<file path="src/rtl/fifo_pkg.sv">
// Shared definitions for the 8-bit fifo and its controllers: FSM state
// encoding and a constant-evaluable ceil(log2) helper.
package fifo_pkg;

    typedef enum logic {
        ST_IDLE  = 1'b0,
        ST_GRANT = 1'b1
    } state_t;

    localparam int unsigned FIFO_DATA_W = 8;
    localparam int unsigned FIFO_CNT_W  = 8;
    localparam int unsigned FIFO_DEPTH  = 64;

    // Bits needed to index n items; 0 for n <= 1.
    function automatic int unsigned clog2(input int unsigned n);
        int unsigned r;
        int unsigned v;
        r = 0;
        v = (n > 0) ? n - 1 : 0;
        while (v != 0) begin
            r = r + 1;
            v = v >> 1;
        end
        return r;
    endfunction

endpackage

</file>
<file path="src/rtl/rr_pick.sv">
// Combinational rotating-priority picker: first asserted request found
// searching upward from i_ptr with wrap to index 0.
module rr_pick #(
    parameter int unsigned NUM_REQ = 4,
    parameter int unsigned IDX_W   = 2
) (
    input  logic [NUM_REQ-1:0] i_req,
    input  logic [IDX_W-1:0]   i_ptr,
    output logic [IDX_W-1:0]   o_winner_c,
    output logic               o_any_c
);

    logic [NUM_REQ-1:0] w_rot;
    logic [IDX_W-1:0]   w_off;
    logic [IDX_W:0]     w_sum;

    // Rotate so i_ptr lands at bit 0, take the lowest set bit, rotate back.
    always_comb begin
        w_rot = NUM_REQ'({i_req, i_req} >> i_ptr);
        w_off = '0;
        for (int k = int'(NUM_REQ) - 1; k >= 0; k--) begin
            if (w_rot[k]) begin
                w_off = IDX_W'(k);
            end
        end
        w_sum = {1'b0, i_ptr} + {1'b0, w_off};
        if (w_sum >= (IDX_W+1)'(NUM_REQ)) begin
            w_sum = w_sum - (IDX_W+1)'(NUM_REQ);
        end
    end

    assign o_winner_c = w_sum[IDX_W-1:0];
    assign o_any_c    = |i_req;

endmodule

</file>
<file path="src/rtl/fifo_wr_arbiter.sv">
// Round-robin, burst-bounded arbiter sharing the fifo write port among
// NUM_REQ producers; never issues a write that could overflow the fifo.
module fifo_wr_arbiter
    import fifo_pkg::*;
#(
    parameter int unsigned NUM_REQ   = 4,
    parameter int unsigned DATA_W    = FIFO_DATA_W,
    parameter int unsigned CNT_W     = FIFO_CNT_W,
    parameter int unsigned DEPTH     = FIFO_DEPTH,
    parameter int unsigned BURST_MAX = 4
) (
    input  logic                        clk,
    input  logic                        rst_n,
    input  logic [NUM_REQ-1:0]          i_req,
    input  logic [NUM_REQ*DATA_W-1:0]   i_req_data,
    input  logic [NUM_REQ-1:0]          i_req_last,
    output logic [NUM_REQ-1:0]          o_gnt_c,
    output logic [clog2(NUM_REQ)-1:0]   o_owner,
    output logic                        o_busy,
    input  logic [CNT_W-1:0]            i_fifo_counter,
    output logic [DATA_W-1:0]           o_buf_in,
    output logic                        o_wr_en
);

    localparam int unsigned OWN_W  = clog2(NUM_REQ);
    localparam int unsigned BCNT_W = clog2(BURST_MAX + 1);

    state_t              r_state;
    logic [OWN_W-1:0]    r_ptr;
    logic [OWN_W-1:0]    r_owner;
    logic [BCNT_W-1:0]   r_burst_cnt;
    logic                r_wr_en;
    logic [DATA_W-1:0]   r_buf_in;

    logic [OWN_W-1:0]    w_winner;
    logic                w_any;
    logic [CNT_W:0]      w_occ;
    logic                w_space;
    logic                w_accept;
    logic                w_burst_end;
    logic                w_exit;
    logic [OWN_W-1:0]    w_ptr_nxt;
    logic [DATA_W-1:0]   w_data_arr [NUM_REQ];

    rr_pick #(
        .NUM_REQ (NUM_REQ),
        .IDX_W   (OWN_W)
    ) u_rr_pick (
        .i_req      (i_req),
        .i_ptr      (r_ptr),
        .o_winner_c (w_winner),
        .o_any_c    (w_any)
    );

    always_comb begin
        for (int i = 0; i < int'(NUM_REQ); i++) begin
            w_data_arr[i] = i_req_data[i*DATA_W +: DATA_W];
        end
    end

    // A registered write still in flight is not yet in fifo_counter; count it as occupied.
    assign w_occ       = {1'b0, i_fifo_counter} + (CNT_W+1)'(r_wr_en);
    assign w_space     = w_occ < (CNT_W+1)'(DEPTH);
    assign w_accept    = (r_state == ST_GRANT) && i_req[r_owner] && w_space;
    assign w_burst_end = (r_burst_cnt == BCNT_W'(BURST_MAX - 1));
    assign w_exit      = (r_state == ST_GRANT) &&
                         (!i_req[r_owner] || (w_accept && (i_req_last[r_owner] || w_burst_end)));
    assign w_ptr_nxt   = (r_owner == OWN_W'(NUM_REQ - 1)) ? '0 : r_owner + OWN_W'(1);

    assign o_gnt_c  = w_accept ? (NUM_REQ'(1) << r_owner) : '0;
    assign o_owner  = r_owner;
    assign o_busy   = (r_state == ST_GRANT);
    assign o_buf_in = r_buf_in;
    assign o_wr_en  = r_wr_en;

    always_ff @(posedge clk or negedge rst_n) begin
        if (!rst_n) begin
            r_state     <= ST_IDLE;
            r_ptr       <= '0;
            r_owner     <= '0;
            r_burst_cnt <= '0;
            r_wr_en     <= 1'b0;
            r_buf_in    <= '0;
        end else begin
            r_wr_en <= w_accept;
            if (w_accept) begin
                r_buf_in    <= w_data_arr[r_owner];
                r_burst_cnt <= r_burst_cnt + BCNT_W'(1);
            end
            case (r_state)
                ST_IDLE: begin
                    if (w_any) begin
                        r_owner     <= w_winner;
                        r_burst_cnt <= '0;
                        r_state     <= ST_GRANT;
                    end
                end
                ST_GRANT: begin
                    if (w_exit) begin
                        r_ptr   <= w_ptr_nxt;
                        r_state <= ST_IDLE;
                    end
                end
                default: r_state <= ST_IDLE;
            endcase
        end
    end

endmodule

</file>
<file path="config.mk">
export PLATFORM = sky130hd
export DESIGN_NAME = fifo_wr_arbiter
export DESIGN_NICKNAME = d
export VERILOG_FILES = /design/src/rtl/fifo_pkg.sv /design/src/rtl/rr_pick.sv /design/src/rtl/fifo_wr_arbiter.sv
export SDC_FILE = /design/constraint.sdc
export NUM_CORES = 1
export LEC_CHECK = 0
export ABC_AREA = 1
export CORE_MARGIN = 2
export CORE_UTILIZATION = 36
export DETAILED_ROUTE_END_ITERATION = 8
export GPL_ROUTABILITY_DRIVEN = 0
export PLACE_DENSITY = 0.76
export REMOVE_ABC_BUFFERS = 1
export SETUP_SLACK_MARGIN = 0.05
export SLEW_MARGIN = 20
export SYNTH_ARGS = -nofsm -noshare
export SYNTH_HDL_FRONTEND = slang
export SYNTH_HIERARCHICAL = 1
export SYNTH_SLANG_ARGS = --single-unit
</file>
<file path="constraint.sdc">
create_clock -name clk -period 1.63 [get_ports clk]
set_input_delay 0.326 -clock clk [delete_from_list [all_inputs] [get_ports clk]]
set_output_delay 0.326 -clock clk [all_outputs]
set_load 0.03 [all_outputs]
</file>
======== After elaboration in Yosys (flattened, before gate mapping) ========
Index checks and enable logic that the tools add are counted.
word-level totals
  flip-flop bits (word level) ............. 17
  bits in latches ......................... 0
  RAM bits ................................ 0
  bits in read-only memories .............. 0
  output and inout bits ................... 16
  word-level logic and storage cells ...... 51
  memories kept ........................... 0
cells by class
  add/sub/neg operators ................... 5
  $mul .................................... 0
  div/mod/pow operators ................... 0
  magnitude comparators ................... 4
  eq/ne operators ......................... 2
  shift-type cells ........................ 2
  multiplexer cells ....................... 20
  bitwise operators ....................... 2
  reductions and logical operators ........ 10
operators by type and width
  operator                                                               number
  8-bit binary-select mux with 2-bit select                              1
  8-bit 2-to-1 mux                                                       2
  2-bit 2-to-1 mux                                                       6
  8-bit by 1-bit adder with 9-bit output                                 1
  9-bit by 7-bit < comparator with 1-bit output, second input constant   1
  3-bit 2-to-1 mux                                                       3
  8-bit by 2-bit >> shifter with 4-bit output                            1
  3-bit greater-or-equal comparator, second input constant               2
  1-bit binary-select mux with 2-bit select                              2
  1-bit logical AND                                                      4
  1-bit 2-to-1 mux                                                       4
  4-bit 2-to-1 mux                                                       1
  2-bit AND reduction                                                    2
  4-bit OR reduction                                                     1
  1-bit by 2-bit << shifter with 4-bit output, first input constant      1
  2-bit by 2-bit adder with 3-bit output                                 1
  3-bit by 1-bit adder with 3-bit output, second input constant          1
  3-bit by 2-bit equality test with 1-bit output, second input constant  1
  2-bit by 3-bit < comparator with 1-bit output, second input constant   1
  2-bit inverter with 3-bit output                                       1
  2-bit by 1-bit adder with 2-bit output, second input constant          1
  2-bit equality test, second input constant                             1
  1-bit logical OR                                                       2
  1-bit one-hot mux with 2 select lines                                  1
  other kinds (3)                                                        3

======== Depth between registers and ports, before layout ========
Gate-level depths: netlist of run 1.
  depth after elaboration ................. 9
  gate-level depth with buffers ........... 13

======== Hierarchy ========
Netlist of run 1, hierarchy kept.
by module, submodules not included
  module           times used  cells an instance  area each (um^2)
  fifo_wr_arbiter  1           163                1127.3
  rr_pick          1           35                 167.7

======== Worst setup path after synthesis of run 1 ========
Ideal clock, no wire load.
  kind .................................... register -> output
  start point ............................. reg r_owner[0], in the netlist o_owner[0]
  end point ............................... out o_gnt_c[2]
  data arrival time ....................... 1.585 ns
  slack ................................... -0.281 ns
  cell stages (with the launch flop) ...... 7
  buffers on the path ..................... 2
  cells stage by stage .................... dfrtp_1 inv_1 buf_6 buf_2 ha_1 inv_1 nor2_1
between the ends
  cells in the longest elaborated chain, start to end .. 5
RTL lines
  what                                       line                   text
  start, declared                            fifo_wr_arbiter.sv:30  logic [OWN_W-1:0] r_owner;
  start signal, assigned                     fifo_wr_arbiter.sv:93  r_owner <= w_winner;
  1-bit binary-select mux with 2-bit select  fifo_wr_arbiter.sv:64  assign w_accept = (r_state == ST_GRANT) && i_req[r_owner] && w_space;
  1-bit 2-to-1 mux (implied by the code)     fifo_wr_arbiter.sv:64
  1-bit logical AND (2 in series)            fifo_wr_arbiter.sv:64
  4-bit 2-to-1 mux (*)                       fifo_wr_arbiter.sv:70  assign o_gnt_c = w_accept ? (NUM_REQ'(1) << r_owner) : '0;
  end, declared                              fifo_wr_arbiter.sv:17  output logic [NUM_REQ-1:0] o_gnt_c,
Every way passes the cells marked *; elsewhere a longest branch is shown, timed or not. The select of a mux whose other input is x is not followed.

======== Worst setup path in the final report of run 1 ========
Same ends and word-level chain as after synthesis.

==> flow_summary_export.csv, run 1 <==
group,metric,value,unit
routing,wl_per_cell,11.8,microns
yosys,synth_compound_area_frac,0.136,
yosys,synth_flop_cell,"dfrtp_1",
power_and_ir_drop,vdd_ir_drop_max,660,uV
die,fp.dieW,64.0,microns
power_and_ir_drop,finalPower,3520,uW
yosys,syn_inst,198,
timing,drv_slew,0,
power_and_ir_drop,swShare,0.499,
routing,ant_nets,0,
yosys,synth_edf_count,0,
yosys,syn_area,1290,sq um
yosys,synth_area_leaders,"dfrtp_1, nand2_1, nor2_1, o21ai_0, ha_1",
placed_design,hpwl,2890,microns
status,failed_checks,"negative setup slack",
global_route,grtUsageTotal,0.201,
die,core_area,3390,sq um
die,start_util,0.382,
power_and_ir_drop,p_per_area,1540,nW/um^2
die,row_count,21,
routing,vias,1555,
timing,worst_slew_pin_slew,0.323,ns
yosys,async_flop_share,1.00,
clocking,clkSlewWorstSetupHoldPaths,0.11,ns
yosys,syn_area_per_cell,6.54,sq um
yosys,ys_warn_count,6,
status,outcome,"finished with violations",
timing,max_freq,0.561,GHz
yosys,synthMuxAreaShare,0,
routing,wirelength,3890,microns
yosys,ys_types,23,
clocking,htree_levels,1,
yosys,synth_area_leader_cell,"dfrtp_1",
yosys,synth_top_family_by_area,"simple AND/OR/NAND/NOR gates",
routing,first_pass_iters,4,
timing,setup_viol,5,
timing,hold_slack,0.345,ns
run,maxCapViolCount,0,
timing,worst_slack,-0.152,ns
global_route,antenna_found_initial,0,
timing,skew,0.00295,ns
setup_path,critPathArrivalTime,1.46,ns
power_and_ir_drop,cellLeakagePower,0.00112,uW
finish,drive_above_1_share,0.251,
setup_path,end_kind,"primary output",
finish,insertedDiodeCount,0,
yosys,synthXorXnorAreaFrac,0.00676,
clocking,ctsHoldBuffers,0,
finish,nFillCells,282,
clocking,cts_buffers,3,
power_and_ir_drop,clockPowerShare,0.067,
timing,fin_crit_sh,1.09,
setup_path,cp-start-kind,"flip-flop",
die,die-area,4090,sq um
routing,drtIter0Drc,47,
yosys,synthSimpleGateAreaFrac,0.366,
clocking,clkSinkCount,17,
timing,finalHoldViolCount,0,
setup_path,cpMaxStageDelayCell,"dfrtp_2",
setup_path,crit_buf_inv,1,
die,die_h,64.0,microns
routing,drcViolationCount,0,
placed_design,place_inst,317,
power_and_ir_drop,p_sw,1760,uW
yosys,synth_fa_ha_area_frac,0.0676,
clocking,clock_latency,0.29,ns
die,pin_count,66,
timing,rsz0062_at_grt,"true",
global_route,overflow,0,
setup_path,cp.required,1.30,ns
finish,mostFrequentLayoutCell,"nand2_1",
yosys,synth_seq_cells,17,
yosys,synth.yosys.seq_area_share,0.329,
setup_path,crit_type,"flip-flop to primary output",
routing,routed_via_density,4.73,
finish,area_growth,76.8,%
clocking,cts_root_buffer,"clkbuf_4",
finish,fin_util,0.676,
setup_path,path_cells,"o21ai_1 > nand2_1 > nand2_2 > nand2_4 > nor2_4 > buf_12",
placed_design,port_buffers,65,
finish,final_cell_mix,"nand2_1, clkdlybuf4s50_1, nor2_1",
global_route,grt_pass1_vias,1458,
clocking,cts_max_path_buffers,2,
setup_path,crit_path_max_incr_delay,0.49,ns
worst_hold_path,hold_class,"primary input to asynchronous set/reset pin",
timing,setup_tns,-0.692,ns
timing,period_needed,1.78,ns
yosys,yosysTopAreaCellShare,0.329,
finish,instances_no_fill,329,
setup_path,crit_path_max_fanout,7,
setup_path,cp_top_family,"flip-flops",
power_and_ir_drop,pwr-share-comb,0.711,
global_route,grt_pass1_wl,6640,microns
power_and_ir_drop,power.internal,1770,uW
finish,nets,341,
power_and_ir_drop,p_seq_frac,0.222,
clocking,cts_tree,"done",
timing,relSlewSlack,0.785,
global_route,grt_max_degree,18,
-- power groups by stage --
stage / Sequential [uW] / Clock [uW] / Combinational, uW
after floorplan: 1060 / 0 / 1010
after global placement: 755 / 0 / 2200
after detailed placement: 758 / 0 / 2230
after CTS: 770 / 241 / 2400
after global routing: 815 / 256 / 2770
final: 782 / 236 / 2510
-- synth_stat cells, types with 2 or more instances --
cell and instances:
a21oi_1 2, buf_2 3, buf_4 2, buf_6 2, dfrtp_1 17, ha_1 7, inv_1 13, inv_2 3
nand2_1 65, nand2_2 3, nand3_1 14, nor2_1 31, o21ai_0 19, o22ai_1 8
-- state kept, by name, summed over array words and instances (netlist names) --
| register | cells |
|---|---|
| o_owner | 2 |
| o_buf_in | 8 |
| r_burst_cnt | 3 |
| r_ptr | 2 |
| o_busy | 1 |
| o_wr_en | 1 |
-- final cells by class --
type	count	area [sq um]	area share
Timing Repair Buffer	89	828	0.362
Multi-Input combinational cell	156	870	0.380
Clock buffer	4	26.3	0.0115
Inverter	17	78.8	0.0344
Sequential cell	17	429	0.187
Tap cell	46	57.6	0.0251
-- worst paths after layout --
kind / to / depth (start not counted) / start / slack (ns)
max reg2reg: o_owner[1]$_DFFE_PN0P_ / 13 / r_ptr[0]$_DFFE_PN0P_ / -0.13
min reg2reg: o_buf_in[5]$_DFFE_PN0P_ / 2 / o_buf_in[5]$_DFFE_PN0P_ / 0.49
max in group asynchronous: r_ptr[1]$_DFFE_PN0P_ / 2 / rst_n / 1.07
max: o_gnt_c[2] / 6 / o_owner[0]$_DFFE_PN0P_ / -0.15
min: o_buf_in[0]$_DFFE_PN0P_ / 2 / rst_n / 0.34
min in group clk: o_buf_in[5]$_DFFE_PN0P_ / 2 / o_buf_in[5]$_DFFE_PN0P_ / 0.49
-- cells by family (layout without fill, tap and decap cells) --
| family | after synthesis | in the layout |
|---|---|---|
| simple gates | 116 | 116 |
| fa+ha+maj | 7 | 7 |
| flops | 17 | 17 |
| compound gates | 32 | 32 |
| buf+inv | 25 | 110 |
| xor+xnor | 1 | 1 |
-- timing repair --
action	CTS	global route
endpoints found under the setup margin	28	19
setup buffers	8	1
pin swaps	10	9
gates resized for setup	42	19
-- metrics by stage --
step | setup WS, ns | instance area (sq um)
6_report | -0.152 | 2290
5_1_grt | -0.264 | 2290
4_1_cts | -0.143 | 2210
3_5_place_dp | -0.482 | 2060
2_1_floorplan | -0.465 | 1240
3_3_place_gp | -0.442 | 2060
-- metal layers --
layer | routed length [microns] | GRT usage | vias to the layer above
met3 | 229 | 0.0423 | 4
met5 | 0 | 0 | -
met4 | 30 | 0.0353 | 0
met1 | 1760 | 0.271 | 694
met2 | 1870 | 0.335 | 47
li1 | - | - | 810
(Power assumes the default switching activity.)
==> inputs of run 2 (changes only) <==
--- a/config.mk
+++ b/config.mk
@@ -7,10 +7,10 @@
 export LEC_CHECK = 0
 export ABC_AREA = 1
 export CORE_MARGIN = 2
-export CORE_UTILIZATION = 36
+export CORE_UTILIZATION = 43
 export DETAILED_ROUTE_END_ITERATION = 8
 export GPL_ROUTABILITY_DRIVEN = 0
-export PLACE_DENSITY = 0.76
+export PLACE_DENSITY = 0.86
 export REMOVE_ABC_BUFFERS = 1
 export SETUP_SLACK_MARGIN = 0.05
 export SLEW_MARGIN = 20
==> constraint.sdc (replaced) <==
create_clock -name clk -period 2.2 [get_ports clk]
set_input_delay 0.44 -clock clk [delete_from_list [all_inputs] [get_ports clk]]
set_output_delay 0.44 -clock clk [all_outputs]
set_load 0.03 [all_outputs]
==> flow_summary_export.csv, run 2 (synthesis gave the netlist of run 1 again) <==
group,metric,value,unit
finish,final_cell_mix,"nand2_1, clkdlybuf4s50_1, nor2_1",
global_route,grt_pass1_wl,5950,microns
placed_design,dpl_cell_area,1970,sq um
power_and_ir_drop,finalPower,2300,uW
global_route,grtUsageTotal,0.223,
power_and_ir_drop,cellLeakagePower,0.00100,uW
setup_path,end_kind,"primary output",
clocking,cts_buffers,3,
clocking,clkSinkCount,17,
power_and_ir_drop,vdd_ir_drop_max,713,uV
finish,instances_no_fill,298,
timing,fin_crit_sh,0.934,
timing,worst_slack,0.146,ns
finish,regArea,425,sq um
finish,multi_input_area,749,sq um
clocking,htree_levels,1,
finish,insertedDiodeCount,0,
routing,wirelength,3570,microns
placed_design,place_inst,293,
status,failed_checks,"design-rule violations",
setup_path,r2r_setup_slack,0.31,ns
finish,mostFrequentLayoutCell,"nand2_1",
clocking,cts_max_path_buffers,2,
routing,routed_via_density,5.01,
clocking,clkSlewWorstSetupHoldPaths,0.10,ns
global_route,grt_max_degree,22,
timing,drv_slew,0,
setup_path,cpMaxStageDelayCell,"dfrtp_1",
run,maxCapViolCount,0,
die,die_h,58.9,microns
clocking,ctsHoldBuffers,0,
routing,drcViolationCount,5,
finish,nets,325,
setup_path,ff2ff_path_depth,13,
routing,wl_per_cell,12.0,microns
timing,hold_slack,0.494,ns
clocking,clock_latency,0.30,ns
routing,vias,1494,
timing,skew,0.00455,ns
timing,setup_viol,0,
clocking,cts_tree,"done",
timing,worst_slew_pin_slew,0.808,ns
placed_design,preCtsSetupSlack,-0.0787,ns
timing,period_needed,2.05,ns
worst_hold_path,min_delay_path_depth,2,
setup_path,cp-start-kind,"flip-flop",
timing,rsz0062_at_grt,"false",
finish,nFillCells,247,
setup_path,cp_top_family,"flip-flops",
routing,ant_nets,0,
power_and_ir_drop,p_per_area,1140,nW/um^2
placed_design,hpwl,2760,microns
die,core_area,2810,sq um
global_route,antenna_found_initial,0,
clocking,cts_root_buffer,"clkbuf_4",
global_route,overflow,0,
finish,drive_above_1_share,0.101,
setup_path,crit_buf_inv,2,
die,die-area,3470,sq um
global_route,grt_pass1_vias,1454,
finish,fin_area,2010,sq um
setup_path,critPathArrivalTime,1.61,ns
setup_path,crit_type,"flip-flop to primary output",
die,row_count,19,
finish,area_growth,55.3,%
setup_path,cp.required,1.76,ns
die,fp.dieW,58.9,microns
die,pin_count,66,
setup_path,path_cells,"inv_1 > nand2_1 > nand2_2 > nand2_4 > nor2_1 > buf_4",
setup_path,crit_path_max_fanout,9,
timing,max_freq,0.487,GHz
timing,finalHoldViolCount,0,
timing,relSlewSlack,0.460,
placed_design,port_buffers,65,
setup_path,cp_num_cells,6,
status,outcome,"finished with violations",
setup_path,crit_path_max_incr_delay,0.50,ns
die,start_util,0.462,
routing,first_pass_iters,6,
finish,largest_register_ffs,8,
worst_hold_path,hold_class,"flip-flop to flip-flop",
routing,drtIter0Drc,96,
-- run 2: cell count changes in the layout (fill, tap and decap cells not counted), moves of 8 or more --
cell             previous run  this run
nand2_2                    11         3
nand2_1                    55        65
clkdlybuf4s50_1            44        57
buf_4                      24        12
dlygate4sd2_1              15         2
-- run 2: tightest hold or removal path, delay by kind of cell, from the launching register on --
| kind | cells | cell delay, ns |
|---|---|---|
| simple gates | 2 | 0.11 |
| flops | 1 | 0.36 |
-- run 2: what timing repair did --
item	CTS	global route
setup buffers	1	0
gates cloned	0	0
hold endpoints to repair	0	0
gates resized for setup	2	3
setup endpoints to repair	1	4
pin swaps	1	0
-- run 2: area by class of cell --
class                   count  area share
well taps                  31      0.0193
clock inverters             1     0.00249
flip-flops and latches     17       0.212
clock buffers               3      0.0112
inverters                  17      0.0330
repair buffers             73       0.350
multi-input cells         156       0.373
-- run 2: metal layers --
layer	global-route usage	routed length, microns	vias to the layer above
li1	-	-	773
met1	0.261	1480	662
met2	0.400	1730	55
met3	0.0725	329	4
met4	0.0422	28	0
met5	0	0	-
-- run 2: stage by stage --
step | util | TNS (ns)
after floorplan | - | -0.0158
after global placement | 0.702 | 0
after detailed placement | 0.702 | -0.0787
after CTS | 0.714 | 0
after global routing | 0.717 | 0
final | 0.717 | 0
-- run 2: worst paths after layout --
kind / startpoint / to
min in group asynchronous: rst_n / o_buf_in[1]$_DFFE_PN0P_
max reg2reg: r_ptr[0]$_DFFE_PN0P_ / o_owner[1]$_DFFE_PN0P_
max: o_owner[1]$_DFFE_PN0P_ / o_gnt_c[0]
min: o_buf_in[4]$_DFFE_PN0P_ / o_buf_in[4]$_DFFE_PN0P_
max in group asynchronous: rst_n / o_buf_in[6]$_DFFE_PN0P_
min reg2reg: o_buf_in[4]$_DFFE_PN0P_ / o_buf_in[4]$_DFFE_PN0P_
-- run 2: report_power, final --
group | switching (uW) | leakage, uW | total, uW | internal (uW)
Combinational | 899 | 0.000768 | 1550 | 647
Sequential | 138 | 0.000215 | 581 | 442
Clock | 106 | 0.0000177 | 174 | 67.9
Total | 1140 | 0.00100 | 2300 | 1160
==> inputs of run 3 (changes only) <==
--- a/config.mk
+++ b/config.mk
@@ -6,11 +6,12 @@
 export NUM_CORES = 1
 export LEC_CHECK = 0
 export ABC_AREA = 1
+export CAP_MARGIN = 20
 export CORE_MARGIN = 2
-export CORE_UTILIZATION = 43
+export CORE_UTILIZATION = 40
 export DETAILED_ROUTE_END_ITERATION = 8
 export GPL_ROUTABILITY_DRIVEN = 0
-export PLACE_DENSITY = 0.86
+export PLACE_DENSITY = 0.8
 export REMOVE_ABC_BUFFERS = 1
 export SETUP_SLACK_MARGIN = 0.05
 export SLEW_MARGIN = 20
==> constraint.sdc (replaced) <==
create_clock -name clk -period 1.9 [get_ports clk]
set_input_delay 0.38 -clock clk [delete_from_list [all_inputs] [get_ports clk]]
set_output_delay 0.38 -clock clk [all_outputs]
set_load 0.03 [all_outputs]
==> flow_summary_export.csv, run 3 (synthesis gave the netlist of run 1 again) <==
group,metric,value,unit
global_route,grt_pass1_vias,1381,
timing,period_needed,1.83,ns
setup_path,critPathLaunch,"o_owner[0]$_DFFE_PN0P_",
finish,final_cell_mix,"nand2_1, clkdlybuf4s50_1, nor2_1",
clocking,clock_latency,0.30,ns
placed_design,dpl_cell_area,2010,sq um
global_route,antenna_found_initial,0,
timing,drv_slew,0,
finish,area_growth,64.0,%
power_and_ir_drop,p_per_area,1320,nW/um^2
placed_design,port_buffers,65,
routing,drtIter0Drc,48,
placed_design,place_inst,309,
power_and_ir_drop,finalPower,2800,uW
global_route,grtUsageTotal,0.216,
timing,finalHoldViolCount,0,
die,row_count,20,
timing,skew,0.00705,ns
setup_path,crit_path_max_fanout,6,
routing,routed_via_density,4.85,
die,core_area,3080,sq um
routing,wirelength,3790,microns
timing,max_freq,0.546,GHz
setup_path,end_kind,"primary output",
run,maxCapViolCount,0,
timing,worst_slew_pin_slew,0.342,ns
routing,vias,1537,
global_route,grt_max_degree,23,
clocking,clkSlewWorstSetupHoldPaths,0.10,ns
finish,instances_no_fill,317,
routing,ant_nets,0,
finish,insertedDiodeCount,0,
clocking,clkSinkCount,17,
setup_path,critPathArrivalTime,1.45,ns
finish,drive_above_1_share,0.165,
timing,setup_tns,0,ns
routing,wl_per_cell,12.0,microns
clocking,htree_levels,1,
clocking,ctsHoldBuffers,0,
routing,drcViolationCount,0,
setup_path,r2r_setup_slack,0.17,ns
global_route,grt_pass1_wl,6040,microns
die,fp.dieW,60.9,microns
timing,relSlewSlack,0.772,
clocking,cts_tree,"done",
finish,largest_register_ffs,8,
die,start_util,0.421,
routing,first_pass_iters,4,
setup_path,cp.required,1.52,ns
global_route,overflow,0,
power_and_ir_drop,vdd_ir_drop_max,695,uV
die,die-area,3710,sq um
finish,mostFrequentLayoutCell,"nand2_1",
setup_path,crit_type,"flip-flop to primary output",
clocking,cts_max_path_buffers,2,
clocking,cts_root_buffer,"clkbuf_4",
setup_path,r2r-end,"o_owner[1]$_DFFE_PN0P_",
setup_path,ff2ff_path_depth,13,
timing,rsz0062_at_grt,"true",
power_and_ir_drop,cellLeakagePower,0.00104,uW
setup_path,rr_startpoint,"r_ptr[0]$_DFFE_PN0P_",
setup_path,crit_end,"o_gnt_c[2]",
die,die_h,60.9,microns
finish,fin_area,2120,sq um
timing,setup_viol,0,
worst_hold_path,hold_class,"primary input to asynchronous set/reset pin",
die,pin_count,66,
status,outcome,"completed",
setup_path,cp-start-kind,"flip-flop",
clocking,cts_buffers,3,
placed_design,hpwl,2800,microns
timing,fin_crit_sh,0.964,
finish,nets,331,
==> run 3: worst min path at each step <==
stage	from	endpoint	slack, ns	depth (start not counted)
6_report	rst_n	r_ptr[0]$_DFFE_PN0P_	0.39	2
5_1_grt	rst_n	o_buf_in[0]$_DFFE_PN0P_	0.41	2
4_1_cts	rst_n	r_ptr[0]$_DFFE_PN0P_	0.39	2
3_5_place_dp	o_buf_in[5]$_DFFE_PN0P_	o_buf_in[5]$_DFFE_PN0P_	0.47	2
3_3_place_gp	o_buf_in[3]$_DFFE_PN0P_	o_buf_in[3]$_DFFE_PN0P_	0.46	2
2_1_floorplan	rst_n	o_buf_in[0]$_DFFE_PN0P_	0.08	0
==> run 3: area by class of cell <==
class                      instances  area, sq um
tap                               44         55.1
fill                             290          955
sequential                        17          429
timing repair buffer              79          759
inverter                          17         66.3
clock buffer                       4         26.3
multi-input combinational        156          787
==> run 3: power by group <==
| part | switching, uW | leakage, uW | internal, uW |
|---|---|---|---|
| Clock | 118 | 0.0000150 | 81.9 |
| Combinational | 1110 | 0.000809 | 816 |
| Sequential | 156 | 0.000212 | 519 |
==> run 3: repair_timing <==
action | CTS | global route
resized for setup | 23 | 13
endpoints found under the setup margin | 4 | 6
pin swaps | 10 | 3
buffers inserted | 3 | 1
==> run 3: metrics by stage <==
step            util  hold WS, ns  setup slack, ns
2_1_floorplan      -       0.0844           -0.249
3_3_place_gp   0.652        0.463           -0.212
3_5_place_dp   0.652        0.470           -0.239
4_1_cts        0.674        0.390           0.0601
5_1_grt        0.690        0.414          -0.0159
6_report       0.690        0.389           0.0678
==> run 3: worst max-delay path, cell delays in order, from the launching register on <==
cell	delay [ns]
dfrtp_2	0.49
o21ai_2	0.13
nand2_1	0.07
nand2_2	0.10
nand2_4	0.09
nor2_1	0.10
buf_4	0.17
==> run 3: per-layer routing <==
metal / vias to the layer above / share of wire / global-route usage
li1: 784 / - / -
met1: 692 / 0.42 / 0.256
met2: 52 / 0.50 / 0.386
met3: 9 / 0.062 / 0.0576
met4: 0 / 0.019 / 0.0559
met5: - / 0 / 0
